`src/rtl/arm_mem_pkg.sv`:
```
// Shared types and constants for the ARM MEM-stage external SRAM controller.
// Holds the controller state encoding and the SRAM geometry defaults.
package arm_mem_pkg;

    typedef enum logic [1:0] {
        IDLE = 2'd0,
        LOW  = 2'd1,
        HIGH = 2'd2,
        DONE = 2'd3
    } mem_state_e;

    localparam int unsigned BASE_ADDR_DEF = 32'd1024;
    localparam int unsigned SRAM_DATA_W   = 32'd16;
    localparam int unsigned SRAM_ADDR_W   = 32'd18;
    localparam int unsigned WAIT_W        = 32'd4;

endpackage

```
`src/rtl/sram_wait_counter.sv`:
```
// Per-half-word wait-state counter: counts 0..WAIT_CYCLES-1 and flags the
// final cycle of a phase. clr has priority over en.
module sram_wait_counter
    import arm_mem_pkg::*;
#(
    parameter int unsigned WAIT_CYCLES = 32'd2
) (
    input  logic              clk,
    input  logic              rst_n,
    input  logic              clr,
    input  logic              en,
    output logic [WAIT_W-1:0] count,
    output logic              tc
);

    localparam logic [WAIT_W-1:0] LAST = WAIT_W'(WAIT_CYCLES - 32'd1);

    logic [WAIT_W-1:0] count_q;
    logic [WAIT_W-1:0] count_d;

    // Next count: clear, wrap at terminal count, or advance
    always_comb begin
        count_d = count_q;
        if (clr) begin
            count_d = {WAIT_W{1'b0}};
        end else if (en) begin
            count_d = (count_q == LAST) ? {WAIT_W{1'b0}} : count_q + {{(WAIT_W-1){1'b0}}, 1'b1};
        end else begin
            count_d = count_q;
        end
    end

    // Counter register
    always_ff @(posedge clk or negedge rst_n) begin
        if (!rst_n) begin
            count_q <= {WAIT_W{1'b0}};
        end else begin
            count_q <= count_d;
        end
    end

    assign count = count_q;
    assign tc    = (count_q == LAST);

endmodule

```
`src/rtl/sram_mem_controller.sv`:
```
// Sequences 32-bit MEM-stage loads/stores as two half-word accesses on a
// 16-bit asynchronous SRAM; ready drops while an access is in flight.
module sram_mem_controller
    import arm_mem_pkg::*;
#(
    parameter int unsigned BASE_ADDR   = BASE_ADDR_DEF,
    parameter int unsigned ADDR_W      = SRAM_ADDR_W,
    parameter int unsigned WAIT_CYCLES = 32'd2
) (
    input  logic                   clk,
    input  logic                   rst_n,
    input  logic                   mem_read,
    input  logic                   mem_write,
    input  logic [31:0]            address,
    input  logic [31:0]            write_data,
    output logic [31:0]            read_data,
    output logic                   ready,
    output logic [ADDR_W-1:0]      sram_addr,
    output logic [SRAM_DATA_W-1:0] sram_dq_o,
    input  logic [SRAM_DATA_W-1:0] sram_dq_i,
    output logic                   sram_dq_oe,
    output logic                   sram_ce_n,
    output logic                   sram_oe_n,
    output logic                   sram_we_n
);

    localparam logic [WAIT_W-1:0] PRE_LAST = WAIT_W'(WAIT_CYCLES - 32'd2);

    mem_state_e               state_q, state_d;
    logic                     is_wr_q, is_wr_d;
    logic [ADDR_W-2:0]        off_q, off_d;
    logic [31:0]              wdata_q, wdata_d;
    logic [SRAM_DATA_W-1:0]   rd_lo_q, rd_lo_d;
    logic [31:0]              read_data_q, read_data_d;
    logic [ADDR_W-1:0]        sram_addr_q, sram_addr_d;
    logic [SRAM_DATA_W-1:0]   dq_o_q, dq_o_d;
    logic                     dq_oe_q, dq_oe_d;
    logic                     ce_n_q, ce_n_d;
    logic                     oe_n_q, oe_n_d;
    logic                     we_n_q, we_n_d;

    logic                     cnt_clr_s, cnt_en_s, cnt_tc_s;
    logic [WAIT_W-1:0]        cnt_s;
    logic [31:0]              off_full_s;
    logic                     busy_d_s, half_d_s, last_d_s;
    logic                     unused_off_s;

    assign off_full_s   = address - BASE_ADDR;
    assign unused_off_s = ^{off_full_s[31:ADDR_W+1], off_full_s[1:0]};

    sram_wait_counter #(.WAIT_CYCLES(WAIT_CYCLES)) u_wait (
        .clk   (clk),
        .rst_n (rst_n),
        .clr   (cnt_clr_s),
        .en    (cnt_en_s),
        .count (cnt_s),
        .tc    (cnt_tc_s)
    );

    // Next state, request latching, read capture and pad strobes for the next cycle
    always_comb begin
        state_d     = state_q;
        is_wr_d     = is_wr_q;
        off_d       = off_q;
        wdata_d     = wdata_q;
        rd_lo_d     = rd_lo_q;
        read_data_d = read_data_q;
        cnt_clr_s   = 1'b0;
        cnt_en_s    = 1'b0;
        sram_addr_d = sram_addr_q;
        dq_o_d      = dq_o_q;

        case (state_q)
            IDLE: begin
                cnt_clr_s = 1'b1;
                if (mem_write || mem_read) begin
                    is_wr_d = mem_write;
                    off_d   = off_full_s[ADDR_W:2];
                    wdata_d = write_data;
                    state_d = LOW;
                end else begin
                    state_d = IDLE;
                end
            end
            LOW: begin
                if (cnt_tc_s) begin
                    cnt_clr_s = 1'b1;
                    state_d   = HIGH;
                    rd_lo_d   = is_wr_q ? rd_lo_q : sram_dq_i;
                end else begin
                    cnt_en_s = 1'b1;
                end
            end
            HIGH: begin
                if (cnt_tc_s) begin
                    cnt_clr_s   = 1'b1;
                    state_d     = DONE;
                    read_data_d = is_wr_q ? read_data_q : {sram_dq_i, rd_lo_q};
                end else begin
                    cnt_en_s = 1'b1;
                end
            end
            DONE: begin
                cnt_clr_s = 1'b1;
                state_d   = IDLE;
            end
            default: begin
                cnt_clr_s = 1'b1;
                state_d   = IDLE;
            end
        endcase

        // A phase entry restarts the count at 0, which is never the last cycle
        busy_d_s = (state_d == LOW) || (state_d == HIGH);
        half_d_s = (state_d == HIGH);
        last_d_s = cnt_en_s && (cnt_s == PRE_LAST);
        ce_n_d   = ~busy_d_s;
        oe_n_d   = ~(busy_d_s && !is_wr_d);
        dq_oe_d  = busy_d_s && is_wr_d;
        we_n_d   = ~(busy_d_s && is_wr_d && !last_d_s);

        if (busy_d_s) begin
            sram_addr_d = {off_d, half_d_s};
            dq_o_d      = !is_wr_d ? dq_o_q : (half_d_s ? wdata_d[31:16] : wdata_d[15:0]);
        end else begin
            sram_addr_d = sram_addr_q;
            dq_o_d      = dq_o_q;
        end
    end

    // State, latched request and registered pad outputs
    always_ff @(posedge clk or negedge rst_n) begin
        if (!rst_n) begin
            state_q     <= IDLE;
            is_wr_q     <= 1'b0;
            off_q       <= {(ADDR_W-1){1'b0}};
            wdata_q     <= 32'h0000_0000;
            rd_lo_q     <= {SRAM_DATA_W{1'b0}};
            read_data_q <= 32'h0000_0000;
            sram_addr_q <= {ADDR_W{1'b0}};
            dq_o_q      <= {SRAM_DATA_W{1'b0}};
            dq_oe_q     <= 1'b0;
            ce_n_q      <= 1'b1;
            oe_n_q      <= 1'b1;
            we_n_q      <= 1'b1;
        end else begin
            state_q     <= state_d;
            is_wr_q     <= is_wr_d;
            off_q       <= off_d;
            wdata_q     <= wdata_d;
            rd_lo_q     <= rd_lo_d;
            read_data_q <= read_data_d;
            sram_addr_q <= sram_addr_d;
            dq_o_q      <= dq_o_d;
            dq_oe_q     <= dq_oe_d;
            ce_n_q      <= ce_n_d;
            oe_n_q      <= oe_n_d;
            we_n_q      <= we_n_d;
        end
    end

    assign ready      = (state_q == DONE) || ((state_q == IDLE) && !mem_read && !mem_write);
    assign read_data  = read_data_q;
    assign sram_addr  = sram_addr_q;
    assign sram_dq_o  = dq_o_q;
    assign sram_dq_oe = dq_oe_q;
    assign sram_ce_n  = ce_n_q;
    assign sram_oe_n  = oe_n_q;
    assign sram_we_n  = we_n_q;

endmodule

```
`config.mk`:
```
export PLATFORM = sky130hd
export DESIGN_NAME = sram_mem_controller
export DESIGN_NICKNAME = d
export VERILOG_FILES = /design/src/rtl/arm_mem_pkg.sv /design/src/rtl/sram_wait_counter.sv /design/src/rtl/sram_mem_controller.sv
export SDC_FILE = /design/constraint.sdc
export NUM_CORES = 1
export LEC_CHECK = 0
export ABC_AREA = 1
export CAP_MARGIN = 20
export CORE_MARGIN = 2
export CORE_UTILIZATION = 60
export CTS_CLUSTER_DIAMETER = 30
export DETAILED_ROUTE_END_ITERATION = 12
export DONT_BUFFER_PORTS = 1
export PLACE_DENSITY = 0.74
export REMOVE_ABC_BUFFERS = 1
export SYNTH_ARGS = -nofsm -noshare
export SYNTH_HDL_FRONTEND = slang
export SYNTH_SLANG_ARGS = --single-unit
```
`constraint.sdc`:
```
create_clock -name clk -period 4 [get_ports clk]
set_input_delay 0.6 -clock clk [delete_from_list [all_inputs] [get_ports clk]]
set_output_delay 0.6 -clock clk [all_outputs]
set_load 0.005 [all_outputs]
```
# Word level (Yosys, flattened, before mapping)
# Cells that the tools add are included.
# word_totals
ff_bits	142
inputBits	84
output_inout_bits	71
elab_cells	64
# op_classes
n_addsub	2
n_eq_ne	6
mux	18
n_bitwise	4
reduce_logical	21
# ops
op	count
32-bit 2-to-1 mux	2
17-bit 2-to-1 mux	2
19-bit by 11-bit subtractor with 19-bit output (second input constant)	1
16-bit 2-to-1 mux	1
4-bit 2-to-1 mux	3
2-bit case mux with 4 select lines	1
2-bit == test (second input constant)	3
1-bit logical AND	6
1-bit 2-to-1 mux	6
3-bit AND reduction	2
4-bit by 1-bit adder with 4-bit output (second input constant)	1
2-bit by 1-bit == test with 1-bit output (second input constant)	2
4-bit by 1-bit == test with 1-bit output (second input constant)	1
1-bit zero test	4
4-bit zero test	1
2-bit 2-to-1 mux	2
1-bit inverter	4
2-bit OR reduction	2
1-bit logical OR	3
2-bit zero test	1
1-bit case mux with 2 select lines	1
2-bit AND reduction	1
2-bit nonzero test	1

# Longest topological paths before layout
# Gate-level depths: netlist (run 1).
# logic_depth
word_depth	8
depth_mapped	13
mapped_depth_nobuf	11

# Hierarchy
# A second synthesis (run 1) with hierarchy kept.
# unflattened
hier_cells	650
area_unflattened_um2	5978.2
# modules_own_cells
module	instances	cells_each	area_each_um2	seq_area_each_um2
sram_mem_controller	1	613	5720.5	3457.1
sram_wait_counter	1	37	257.7	100.1

# Worst setup path before layout (run 1)
# No wires, ideal clock.
# synth_timing
kind	register to register
startpoint	register u_wait.count_q[0] (netlist: u_wait.count[0])
endpoint	register sram_addr_q[8] (netlist: sram_addr[8])
setup_ns	0.082
arrival_ns	2.025
t_required_ns	3.918
slack_ns	1.893
path_stages_with_launch	11
path_buffers	1
period_less_slack_ns	2.107
path_cell_list	dfrtp_1 ha_1 nand3_4 inv_1 o21ai_0 a22oi_1 ha_1 inv_2 clkbuf_1 nor2_1 a31oi_1
# synth_between
elab_chain_cells	5
word_cells_on_any_way	7
cone_classes	eq/ne: 3; mux: 3; reduce/logical: 1
# synth_lines
item	line	rtl
start: declaration	sram_wait_counter.sv:18	logic [WAIT_W-1:0] count_q;
start signal: assignment	sram_wait_counter.sv:36	count_q <= {WAIT_W{1'b0}};
start signal: assignment	sram_wait_counter.sv:38	count_q <= count_d;
4-bit by 1-bit == test with 1-bit output *	sram_wait_counter.sv:43	assign tc = (count_q == LAST);
2-bit 2-to-1 mux (on tied branches)	sram_mem_controller.sv:95, sram_mem_controller.sv:86	
2-bit case mux with 4 select lines *	sram_mem_controller.sv:73	case (state_q)
2-bit by 1-bit == test with 1-bit output or 2-bit == test (tied branches)	sram_mem_controller.sv:114	busy_d_s = (state_d == LOW) || (state_d == HIGH);
1-bit logical OR *	sram_mem_controller.sv:114	
end signal: assignment	sram_mem_controller.sv:140	sram_addr_q <= {ADDR_W{1'b0}};
end signal: assignment	sram_mem_controller.sv:153	sram_addr_q <= sram_addr_d;
end: declaration	sram_mem_controller.sv:35	logic [ADDR_W-1:0] sram_addr_q, sram_addr_d;
# Every way passes the cells marked *; elsewhere a longest branch is shown, timed or not.
# A chain may end at the register's enable or synchronous reset.

# Worst setup path after layout (run 1)
# layout_timing
startpoint	register u_wait.count_q[1] (netlist: u_wait.count[1])
endpoint	register dq_o_q[3] (netlist: sram_dq_o[3])
# layout_between
elab_chain_cells	6
word_cells_on_any_way	9
cone_classes	eq/ne: 3; mux: 4; reduce/logical: 2
# layout_lines
item	line	rtl
4-bit by 1-bit == test with 1-bit output *	sram_wait_counter.sv:43	
2-bit 2-to-1 mux (on tied branches)	sram_mem_controller.sv:95, sram_mem_controller.sv:86	
2-bit case mux with 4 select lines *	sram_mem_controller.sv:73	
2-bit == test *	sram_mem_controller.sv:115	half_d_s = (state_d == HIGH);
net half_d_s	sram_mem_controller.sv:45	logic busy_d_s, half_d_s, last_d_s;
1-bit logical OR	sram_mem_controller.sv:114	
2-bit AND reduction (no line)	n/a	
end signal: assignment	sram_mem_controller.sv:141	dq_o_q <= {SRAM_DATA_W{1'b0}};
end signal: assignment	sram_mem_controller.sv:154	dq_o_q <= dq_o_d;
end: declaration	sram_mem_controller.sv:36	logic [SRAM_DATA_W-1:0] dq_o_q, dq_o_d;
# Mark *: on every way through the listed nets, which the timed path passes. The rest lies on a longest branch.

==> key figures, run 1 <==
Critical path
  – CP max-delay cell: clkinv_1
  – CP startpoint kind: flip-flop
  – Worst EP required: between 4 and 5 ns
  – Worst EP arrival: about 3.2 ns
  – Worst-path cell chain: inv_1 > ha_1 > nand3_4 > inv_1 > o21ai_0 > a22oi_1 > ha_1 > buf_4 > clkinv_1 > nand3_1 > nand3_1 > nand2_1
  – R2r endpoint: sram_dq_o[3]$_DFFE_PN0P_
  – Crit path kind: flip-flop to flip-flop
  – CP startpoint: u_wait.count[1]$_DFFE_PN0P_
  – R2R depth: 12
  – CP endpoint kind: flip-flop
  – Reg-to-reg startpoint: u_wait.count[1]$_DFFE_PN0P_
  – Worst Path Max Fanout: 17
  – Crit-path max cell delay: between 0.5 and 0.6 ns
  – R2R setup slack: 1.26 ns
  – Crit path to: sram_dq_o[3]$_DFFE_PN0P_

Final layout
  – Synth-to-layout area growth: 10.5%
  – # nets final: 752
  – Layout cells sized above 1: 0.0879
  – Post-layout util: 0.679
  – Final Cell Area: 0.00661 mm^2
  – Ant. Diodes: 0

Placement
  – IO buf count: 0
  – Worst slack at placement: 1.25 ns
  – Final HPWL DP: roughly 7.5 mm
  – Area post-placement: approximately 0.006 mm^2
  – RePlAce Congestion: around 0.83

STA
  – FMAX: around 360 MHz
  – Final WS setup: approximately 1.3 ns
  – Worst slew pin tran: between 1 and 1.5 ns
  – Period utilization: 0.686
  – Setup TNS: 0 ns
  – # setup viols final: 0
  – Relative slew slack: 0.319
  – RSZ-0062 raised after global routing: no
  – Final Hold Viols: 0
  – Fin. max-slew vios: 0
  – Clock Skew: slightly above 0.009 ns
  – Tmin final: between 2 and 3 ns

Logic synthesis
  – Mapped Area: between 0.005 and 0.006 mm^2
  – Cells after synthesis: around 660
  – Ys Warns: 0
  – Synthesized area per cell: between 9 and 10 um^2
  – Main flop type after synthesis: dfrtp_1
  – Top-count cell post-synth: nand2_1
  – Largest cells by area after synthesis: dfrtp_1 (58%), nand2_1 (15%), nand3_1 (5.3%), inv_1 (3.6%), o21ai_0 (3.3%)
  – Yosys top cell area share: 0.581
  – Synth top cells by count: nand2_1 (246), dfrtp_1 (139), nand3_1 (63)
  – Number of synthesized flops with an enable pin: 0
  – Post-synth top area cell: dfrtp_1
  – #FFs+latches synth: around 140
  – FFs w/ async S/R, synth: 1.00
  – Count of cell types in the netlist: 31
  – Seq/Total Area, Yosys: 0.595

Die
  – Die height: around 100 um
  – Core area: 0.00973 mm^2
  – Top Ports: ~160
  – Initial core utilization: 0.615
  – Die area: roughly 0.011 mm^2
  – Chip width: roughly 100 um
  – Row Count: 36

CTS
  – TritonCTS clock tree: yes
  – Clock-pin slew on the worst setup and hold paths: roughly 0.060 ns
  – H-Tree Depth: 4
  – # hold bufs at CTS: 1
  – Clock tree buffer depth: 2
  – Clock latency on the worst-skew pair: approximately 0.52 ns
  – Clock buffer count from CTS: 17
  – Root Buffer: clkbuf_8
  – Post_cts resized: 0
  – Post-CTS Setup Bufs: 0
  – Clk sink count: between 100 and 150

Route
  – Via count: roughly 4.3k
  – Routed Antenna Nets: 0
  – Initial drt markers: 235
  – Final WL: 12.1 mm
  – Residual DRC count: 0
  – DR WL/cell: approximately 15 um
  – Pre-antenna DRT Iters: 6
  – Via density: about 5.4

Run
  – Max_cap viols: 0

GRT
  – First-pass GRT wire length: between 20 and 25 mm
  – Grt total ovfl: 0
  – Vias in the first global route: 4,336
  – Largest net degree at the start of global routing: 143
  – Initial antenna violation count: 0
  – Total GRT Usage: 0.236

Status
  – Status: finished, final reports clean

Power and ir drop
  – Peak VDD IR: about 0.00039 V
  – P_leak: about 0.0034 uW
  – P per Cell Area: a little over 900 mW/mm^2
  – Power, Total: approximately 6100 uW

Min path
  – Hold crit path type: input pin to async pin
-- critical path: cells and delay by family (launching register included) --
| family | cells | cell delay [ns] |
|---|---|---|
| AND/OR/NAND/NOR | 4 | 0.61 |
| AO/OA/AOI/OAI | 2 | 0.30 |
| adder cells (fa/ha/maj) | 2 | 0.38 |
| buffers and inverters | 4 | 0.98 |
| flip-flops | 1 | 0.40 |
-- report_power, final --
group	switching [uW]	internal (uW)	total, uW
sequential	367	2140	2510
combinational	1380	662	2040
clock	621	893	1510
total	2370	3690	6070
-- cell families after synthesis --
kind of cell	Yosys count	share of synthesized area
buf+inv	93	0.0701
flops	142	0.595
xor+xnor	2	0.00293
fa+ha+maj	10	0.0209
simple gates	340	0.239
compound gates	75	0.0728
-- registers in the layout, indices dropped and copies added, names as in the netlist, 2 cells and up --
| signal | cells |
|---|---|
| off_q | 17 |
| rd_lo_q | 16 |
| read_data | 32 |
| sram_addr | 18 |
| sram_dq_o | 16 |
| state_q | 2 |
| u_wait.count | 4 |
| wdata_q | 32 |
-- placed cells by master (no fill, tap or decap), types with 2 or more instances in the layout --
master,count
or2_2,6
inv_1,58
nand2_1,246
nor2_1,19
nor3_4,2
clkinv_2,2
bufinv_16,2
a31oi_1,9
buf_4,3
ha_1,10
clkinvlp_4,4
nand3_1,63
clkbuf_16,16
o21ai_1,4
o21ai_0,40
dfstp_2,3
a21oi_1,3
inv_6,3
inv_2,7
clkinv_4,4
dfrtp_1,139
o21a_1,16
-- cell type report --
| cell class | instances | area [um^2] |
|---|---|---|
| timing repair buffer | 4 | 50.0 |
| clock inverter | 15 | 161 |
| tap | 133 | 166 |
| multi-input combinational | 427 | 2010 |
| inverter | 66 | 248 |
| clock buffer | 17 | 414 |
| fill | 788 | 3120 |
| sequential | 142 | 3560 |
-- worst min-delay path by stage --
stage | from | endpoint | slack [ns]
finish | rst_n | rd_lo_q[7]$_DFFE_PN0P_ | 0.04
global route | rst_n | rd_lo_q[7]$_DFFE_PN0P_ | 0.08
CTS | rst_n | rd_lo_q[7]$_DFFE_PN0P_ | 0.1
detailed placement | rst_n | rd_lo_q[7]$_DFFE_PN0P_ | 0.31
global placement | rst_n | rd_lo_q[7]$_DFFE_PN0P_ | 0.31
floorplan | rst_n | is_wr_q$_DFF_PN0_ | 0.30
-- stage by stage --
stage	hold slack, ns	instances
after floorplan	0.304	635
after global placement	0.307	771
after detailed placement	0.307	771
after CTS	0.0990	804
after global routing	0.0775	804
final	0.0440	804
-- per-layer routing --
metal / track usage / share of wire / vias up
met5: 0 / 0 / -
met4: 0.0965 / 0.017 / 0
met3: 0.0777 / 0.074 / 20
met2: 0.379 / 0.48 / 157
met1: 0.299 / 0.43 / 2066
li1: - / - / 2077
Note: power is estimated with default switching activity, not from simulation.
==> run 2: changes to the inputs <==
--- a/config.mk
+++ b/config.mk
@@ -8,11 +8,11 @@
 export ABC_AREA = 1
 export CAP_MARGIN = 20
 export CORE_MARGIN = 2
-export CORE_UTILIZATION = 60
+export CORE_UTILIZATION = 57
 export CTS_CLUSTER_DIAMETER = 30
 export DETAILED_ROUTE_END_ITERATION = 12
 export DONT_BUFFER_PORTS = 1
-export PLACE_DENSITY = 0.74
+export PLACE_DENSITY = 0.73
 export REMOVE_ABC_BUFFERS = 1
 export SYNTH_ARGS = -nofsm -noshare
 export SYNTH_HDL_FRONTEND = slang
==> constraint.sdc (replaced) <==
create_clock -name clk -period 2.3 [get_ports clk]
set_input_delay 0.345 -clock clk [delete_from_list [all_inputs] [get_ports clk]]
set_output_delay 0.345 -clock clk [all_outputs]
set_load 0.005 [all_outputs]
==> run 2 against run 1 <==
Effect of this change: the flow now finishes with violations (hold timing); sequential power rose by 74%; global-route usage rose by 0.88 points; die area rose by 5.1%; worst setup slack got worse by 1.1 ns; final area rose by 10%; total power rose by 80%; clock skew fell by 0.0028 ns; count of clock-buffer cells in the layout rose by 3; clock power rose by 75%; first-iteration DRC count rose by 36%; sequential share of layout area fell by 4.9 points; via count rose by 6.0%.
==> key figures, run 2 (synthesized netlist as in run 1, its figures left out) <==
Critical path
  – Crit path kind: flip-flop to flip-flop
  – Reg-to-reg startpoint: u_wait.count[1]$_DFFE_PN0P_
  – Worst EP required: 2.75 ns
  – CP startpoint kind: flip-flop
  – CP endpoint kind: flip-flop
  – R2R depth: 11
  – Worst EP arrival: 2.58 ns
  – R2R setup slack: 0.17 ns
  – R2r endpoint: sram_dq_o[10]$_DFFE_PN0P_
  – Worst Path Max Fanout: 18

GRT
  – Total GRT Usage: 0.245
  – Largest net degree at the start of global routing: between 100 and 150
  – First-pass GRT wire length: 21.8 mm
  – Initial antenna violation count: 0
  – Vias in the first global route: between 4k and 5k
  – Grt total ovfl: 0

Power and ir drop
  – P per Cell Area: ~1500 mW/mm^2
  – P_leak: approximately 0.0036 uW
  – Peak VDD IR: 0.000811 V

CTS
  – Clock buffer count from CTS: 17
  – TritonCTS clock tree: yes
  – Clock-pin slew on the worst setup and hold paths: 0.06 ns
  – Post-CTS Setup Bufs: 0
  – Root Buffer: clkbuf_8
  – # hold bufs at CTS: a little under 60
  – Clock tree buffer depth: 2
  – H-Tree Depth: 4
  – Clock latency on the worst-skew pair: between 0.5 and 0.6 ns
  – Clk sink count: ~140

STA
  – Period utilization: 0.927
  – Final WS setup: ~0.17 ns
  – Final Hold Viols: 142
  – Tmin final: approximately 2.1 ns
  – RSZ-0062 raised after global routing: no
  – FMAX: roughly 470 MHz
  – Clock Skew: between 0.006 and 0.007 ns
  – Setup TNS: 0 ns
  – Final hold slack: -0.475 ns
  – Worst slew pin tran: around 0.42 ns
  – # setup viols final: 0
  – Relative slew slack: 0.722
  – Fin. max-slew vios: 0

Route
  – Initial drt markers: 320
  – Via count: roughly 4.6k
  – Pre-antenna DRT Iters: 5
  – Routed Antenna Nets: 0
  – DR WL/cell: between 10 and 15 um
  – Final WL: ~13 mm
  – Via density: about 5.3
  – Residual DRC count: 0

Status
  – Violated checks: hold timing
  – Status: finished, violations left

Die
  – Row Count: 37
  – Chip width: around 110 um
  – Die height: about 110 um
  – Top Ports: ~160
  – Die area: around 0.011 mm^2
  – Core area: slightly above 0.01 mm^2
  – Initial core utilization: 0.582

Final layout
  – Ant. Diodes: 0
  – Most common cell after layout, fill and taps aside: nand2_1
  – Synth-to-layout area growth: 21.7%
  – # nets final: approximately 820
  – Post-layout util: 0.708
  – Most frequent cells in the layout: nand2_1 (246), dfrtp_1 (139), nand3_1 (63), inv_1 (58), dlygate4sd3_1 (58)
  – Layout cells sized above 1: 0.0872

Run
  – Max_cap viols: 0

Placement
  – Final HPWL DP: between 7 and 8 mm
  – RePlAce Congestion: roughly 0.86
  – Worst slack at placement: -0.129 ns
  – IO buf count: 0

Min path
  – Hold crit path type: input pin to async pin
run 2: cell types whose count changed in the layout (fill, tap and decap cells not counted), moves of 2 or more:
| cell | before | now |
|---|---|---|
| clkbuf_1 | 0 | 3 |
| dlygate4sd3_1 | 0 | 58 |
| buf_12 | 0 | 3 |
| clkinv_4 | 4 | 1 |
| buf_4 | 3 | 7 |
| inv_2 | 7 | 5 |
| inv_6 | 3 | 1 |
run 2: critical path, cell delays in order, from the launching register on:
cell and delay (ns):
dfrtp_1 0.40, inv_1 0.08, ha_1 0.21, nand3_4 0.14
inv_1 0.11, o21ai_0 0.10, a21oi_2 0.23, ha_4 0.28
nor2_8 0.15, buf_12 0.17, nand3_1 0.10, nand2_1 0.08
run 2: cell type report:
type	count	area, um^2
well taps	136	170
multi-input cells	427	2030
clock buffers	20	425
inverters	66	255
flip-flops and latches	142	3560
fillers	708	3000
repair buffers	68	693
clock inverters	11	144
run 2: worst max-delay path by stage:
stage / cells past startpoint / end / slack (ns) / startpoint
after floorplan: 9 / sram_addr[13]$_DFFE_PN0N_ / 0.02 / state_q[0]$_DFF_PN0_
after global routing: 11 / sram_dq_o[10]$_DFFE_PN0P_ / 0.008 / u_wait.count[0]$_DFFE_PN0P_
final: 11 / sram_dq_o[10]$_DFFE_PN0P_ / 0.17 / u_wait.count[1]$_DFFE_PN0P_
after detailed placement: 9 / sram_addr[8]$_DFFE_PN0N_ / -0.13 / u_wait.count[0]$_DFFE_PN0P_
after CTS: 11 / sram_dq_o[10]$_DFFE_PN0P_ / 0.02 / u_wait.count[1]$_DFFE_PN0P_
after global placement: 9 / sram_addr[3]$_DFFE_PN0N_ / 0.10 / u_wait.count[0]$_DFFE_PN0P_
run 2: routing by layer:
metal,global-route usage,share of wire,up-vias
met5,0,0,-
met4,0.102,0.020,0
met3,0.0736,0.069,23
met2,0.410,0.51,167
met1,0.298,0.40,2190
li1,-,-,2198
run 2: timing repair:
| action | 4_1_cts | 5_1_grt |
|---|---|---|
| resized for setup | 3 | 5 |
| endpoints found under the setup margin | 33 | 33 |
| pin swaps | 0 | 1 |
| endpoints found under the hold margin | 223 | 142 |
run 2: power breakdown:
group | internal [uW] | total, uW | leakage (uW) | switching, uW
sequential | 3720 | 4370 | 0.00171 | 648
combinational | 1450 | 3940 | 0.00166 | 2490
clock | 1640 | 2640 | 0.000267 | 998
total | 6810 | 10900 | 0.00364 | 4140
run 2: metrics by stage:
step	cells	hold slack, ns	power, uW	area (um^2)
3_5_place_dp	781	0.0521	8130	6100
2_1_floorplan	635	0.0494	6890	5810
4_1_cts	870	-0.503	10900	7260
5_1_grt	870	-0.508	11800	7280
3_3_place_gp	781	0.0532	7870	6100
6_report	870	-0.475	10900	7280
==> run 3: changes to the inputs <==
--- a/config.mk
+++ b/config.mk
@@ -7,12 +7,14 @@
 export LEC_CHECK = 0
 export ABC_AREA = 1
 export CAP_MARGIN = 20
+export CELL_PAD_IN_SITES_DETAIL_PLACEMENT = 1
+export CELL_PAD_IN_SITES_GLOBAL_PLACEMENT = 2
 export CORE_MARGIN = 2
-export CORE_UTILIZATION = 57
+export CORE_UTILIZATION = 34
 export CTS_CLUSTER_DIAMETER = 30
 export DETAILED_ROUTE_END_ITERATION = 12
 export DONT_BUFFER_PORTS = 1
-export PLACE_DENSITY = 0.73
+export PLACE_DENSITY = 0.74
 export REMOVE_ABC_BUFFERS = 1
 export SYNTH_ARGS = -nofsm -noshare
 export SYNTH_HDL_FRONTEND = slang
==> run 3 against run 2 <==
Effect of this change: the flow still finishes with violations (hold timing); worst setup slack got worse by 0.032 ns; final cell count grew 4.1%; global-route usage decreased by 8.1 points; non-clock buffer count shrank 53; final area shrank 5.5%; critical path depth shrank 1; worst hold slack improved by 0.10 ns; combinational power rose by 7.4%; via count decreased by 3.7%; sequential power hardly changed; register-to-register slack worse by 0.03 ns; clock power grew 2%; critical endpoint is now sram_dq_o[7]$_DFFE_PN0P_; largest power group unchanged; highest routed layer unchanged.
==> key figures, run 3 (synthesized netlist as in run 1, its figures left out) <==
Status
  – Status: finished, violations left
  – Violated checks: hold timing

CTS
  – Clk sink count: 142
  – Clock tree buffer depth: 2
  – Clock-pin slew on the worst setup and hold paths: ~0.06 ns
  – TritonCTS clock tree: yes
  – Clock latency on the worst-skew pair: 0.41 ns
  – Clock buffer count from CTS: 17
  – Root Buffer: clkbuf_16
  – H-Tree Depth: 4

STA
  – Final Hold Viols: about 140
  – Clock Skew: 0.00711 ns
  – FMAX: between 400 and 500 MHz
  – Worst slew pin tran: about 0.56 ns
  – Final WS setup: roughly 0.14 ns
  – RSZ-0062 raised after global routing: no
  – Tmin final: ~2.2 ns
  – Period utilization: 0.941
  – Final hold slack: -0.370 ns
  – Fin. max-slew vios: 0
  – Relative slew slack: 0.625
  – # setup viols final: 0
  – Setup TNS: 0 ns

Final layout
  – Synth-to-layout area growth: 15.0%
  – Fillers: 2,004
  – Ant. Diodes: 0
  – # nets final: roughly 760
  – Final Cell Area: a little under 0.007 mm^2
  – Most frequent cells in the layout: nand2_1 (246), dfrtp_1 (139), nand3_1 (63), inv_1 (55), o21ai_0 (40)
  – Most common cell after layout, fill and taps aside: nand2_1
  – Fin cells: approximately 910
  – Layout cells sized above 1: 0.106

GRT
  – First-pass GRT wire length: roughly 24 mm
  – GRT busiest layer: met2
  – Initial antenna violation count: 0
  – GRT met2 Usage: 0.274
  – Met3 Track Usage GR: 0.0696
  – Grt total ovfl: 0
  – Largest net degree at the start of global routing: roughly 140
  – Total GRT Usage: 0.165
  – M1 GR Usage: 0.188
  – Vias in the first global route: approximately 4.8k

Die
  – Initial core utilization: 0.347
  – Die area: approximately 0.019 mm^2
  – Chip width: around 140 um
  – Row Count: 48
  – Core area: 0.0172 mm^2
  – Die height: ~140 um
  – Top Ports: 155

Run
  – Max_cap viols: 0

Critical path
  – CP endpoint kind: flip-flop
  – Largest delay share family, worst path: adder cells
  – R2R setup slack: 0.14 ns
  – CP max-delay cell: dfrtp_1
  – Crit path kind: flip-flop to flip-flop
  – CP startpoint kind: flip-flop
  – Worst EP arrival: roughly 2.5 ns
  – R2R depth: 10
  – Crit-path max cell delay: 0.40 ns
  – Worst EP required: approximately 2.7 ns
  – Reg-to-reg startpoint: state_q[0]$_DFF_PN0_
  – Worst Path Max Fanout: 5
  – R2r endpoint: sram_dq_o[7]$_DFFE_PN0P_
  – Worst-path cell chain: inv_1 > ha_1 > inv_2 > o21ai_0 > a22oi_1 > ha_2 > nor2_8 > clkbuf_16 > nand3_1 > nand2_1
  – Crit path buf inv count: 3

Power and ir drop
  – Sequential share of power: 0.387
  – P per Cell Area: about 1600 mW/mm^2
  – P_leak: between 0.003 and 0.004 uW
  – Net Sw Frac: 0.383
  – Power, Total: 11,300 uW
  – Peak VDD IR: between 0.0006 and 0.0007 V
  – Logic pwr share: 0.375
  – Cell Int Power: 6960 uW
  – Clk pwr share: 0.238
  – Psw: roughly 4300 uW

Route
  – Pre-antenna DRT Iters: 4
  – Routed Antenna Nets: 0
  – Initial drt markers: 107
  – Final WL: about 15 mm
  – DR WL/cell: about 16 um
  – Via count: ~4.4k
  – Residual DRC count: 0
  – Via density: approximately 4.9

Min path
  – Hold crit path type: input pin to async pin

Placement
  – Final HPWL DP: 9.32 mm
  – IO buf count: 0
  – Dpl cells: about 870
  – RePlAce Congestion: ~0.76
  – Worst slack at placement: 0.0418 ns
  – Area post-placement: between 0.006 and 0.007 mm^2
==> run 3: changes by cell type in the layout (fill, tap and decap cells not counted), sizes merged <==
cell	delta
clkinvlp	-1
clkbuf	+3
bufinv	-1
buf	+3
clkinv	+1
dlygate4sd3	-58
==> run 3: area by class of cell <==
type | count | area, um^2 | area share
Timing Repair Buffer | 15 | 189 | 0.0275
Inverter | 66 | 258 | 0.0375
Clock buffer | 21 | 460 | 0.0669
Multi-Input combinational cell | 427 | 2020 | 0.293
Clock inverter | 10 | 115 | 0.0167
Tap cell | 225 | 282 | 0.0409
Sequential cell | 142 | 3560 | 0.517
==> run 3: per-stage QoR <==
stage	hold slack, ns	utilization
2_1_floorplan	0.0494	-
3_3_place_gp	0.0543	0.360
3_5_place_dp	0.0539	0.360
4_1_cts	-0.394	0.393
5_1_grt	-0.405	0.399
6_report	-0.370	0.399
==> run 3: worst reg2reg max path: cells and delay by family (launching register included) <==
kind            cells  cell delay (ns)
fa+ha+maj           2             0.60
buf+inv             3             0.41
flops               1             0.40
simple gates        3             0.36
compound gates      2             0.34
==> run 3: what timing repair did <==
item | CTS | global route
hold endpoints to repair | 142 | 142
buffers inserted | 0 | 4
endpoints found under the setup margin | 0 | 24
resized for setup | 0 | 11
==> run 3: how the worst max path moves through the flow <==
stage,from,end,slack (ns),cells past startpoint
4_1_cts,u_wait.count[0]$_DFFE_PN0P_,sram_dq_o[10]$_DFFE_PN0P_,0.03,10
3_5_place_dp,u_wait.count[0]$_DFFE_PN0P_,sram_dq_o[10]$_DFFE_PN0P_,0.04,10
6_report,state_q[0]$_DFF_PN0_,sram_dq_o[7]$_DFFE_PN0P_,0.14,10
5_1_grt,state_q[0]$_DFF_PN0_,sram_dq_o[7]$_DFFE_PN0P_,0.02,10
3_3_place_gp,u_wait.count[0]$_DFFE_PN0P_,sram_dq_o[6]$_DFFE_PN0P_,0.18,10
2_1_floorplan,state_q[0]$_DFF_PN0_,sram_addr[13]$_DFFE_PN0N_,0.02,9
==> run 3: power by group through the flow <==
stage | Combinational [uW] | Clock, uW | Sequential, uW
floorplan | 2690 | 0 | 4200
global placement | 3700 | 0 | 4380
detailed placement | 3950 | 0 | 4430
CTS | 3960 | 2770 | 4390
global route | 4890 | 2880 | 4530
finish | 4230 | 2690 | 4360
==> run 3: layer usage <==
layer | wire, um | vias to the layer above
li1 | - | 2090
met1 | 6200 | 2197
met2 | 7210 | 111
met3 | 1270 | 12
met4 | 151 | 0
met5 | 0 | -
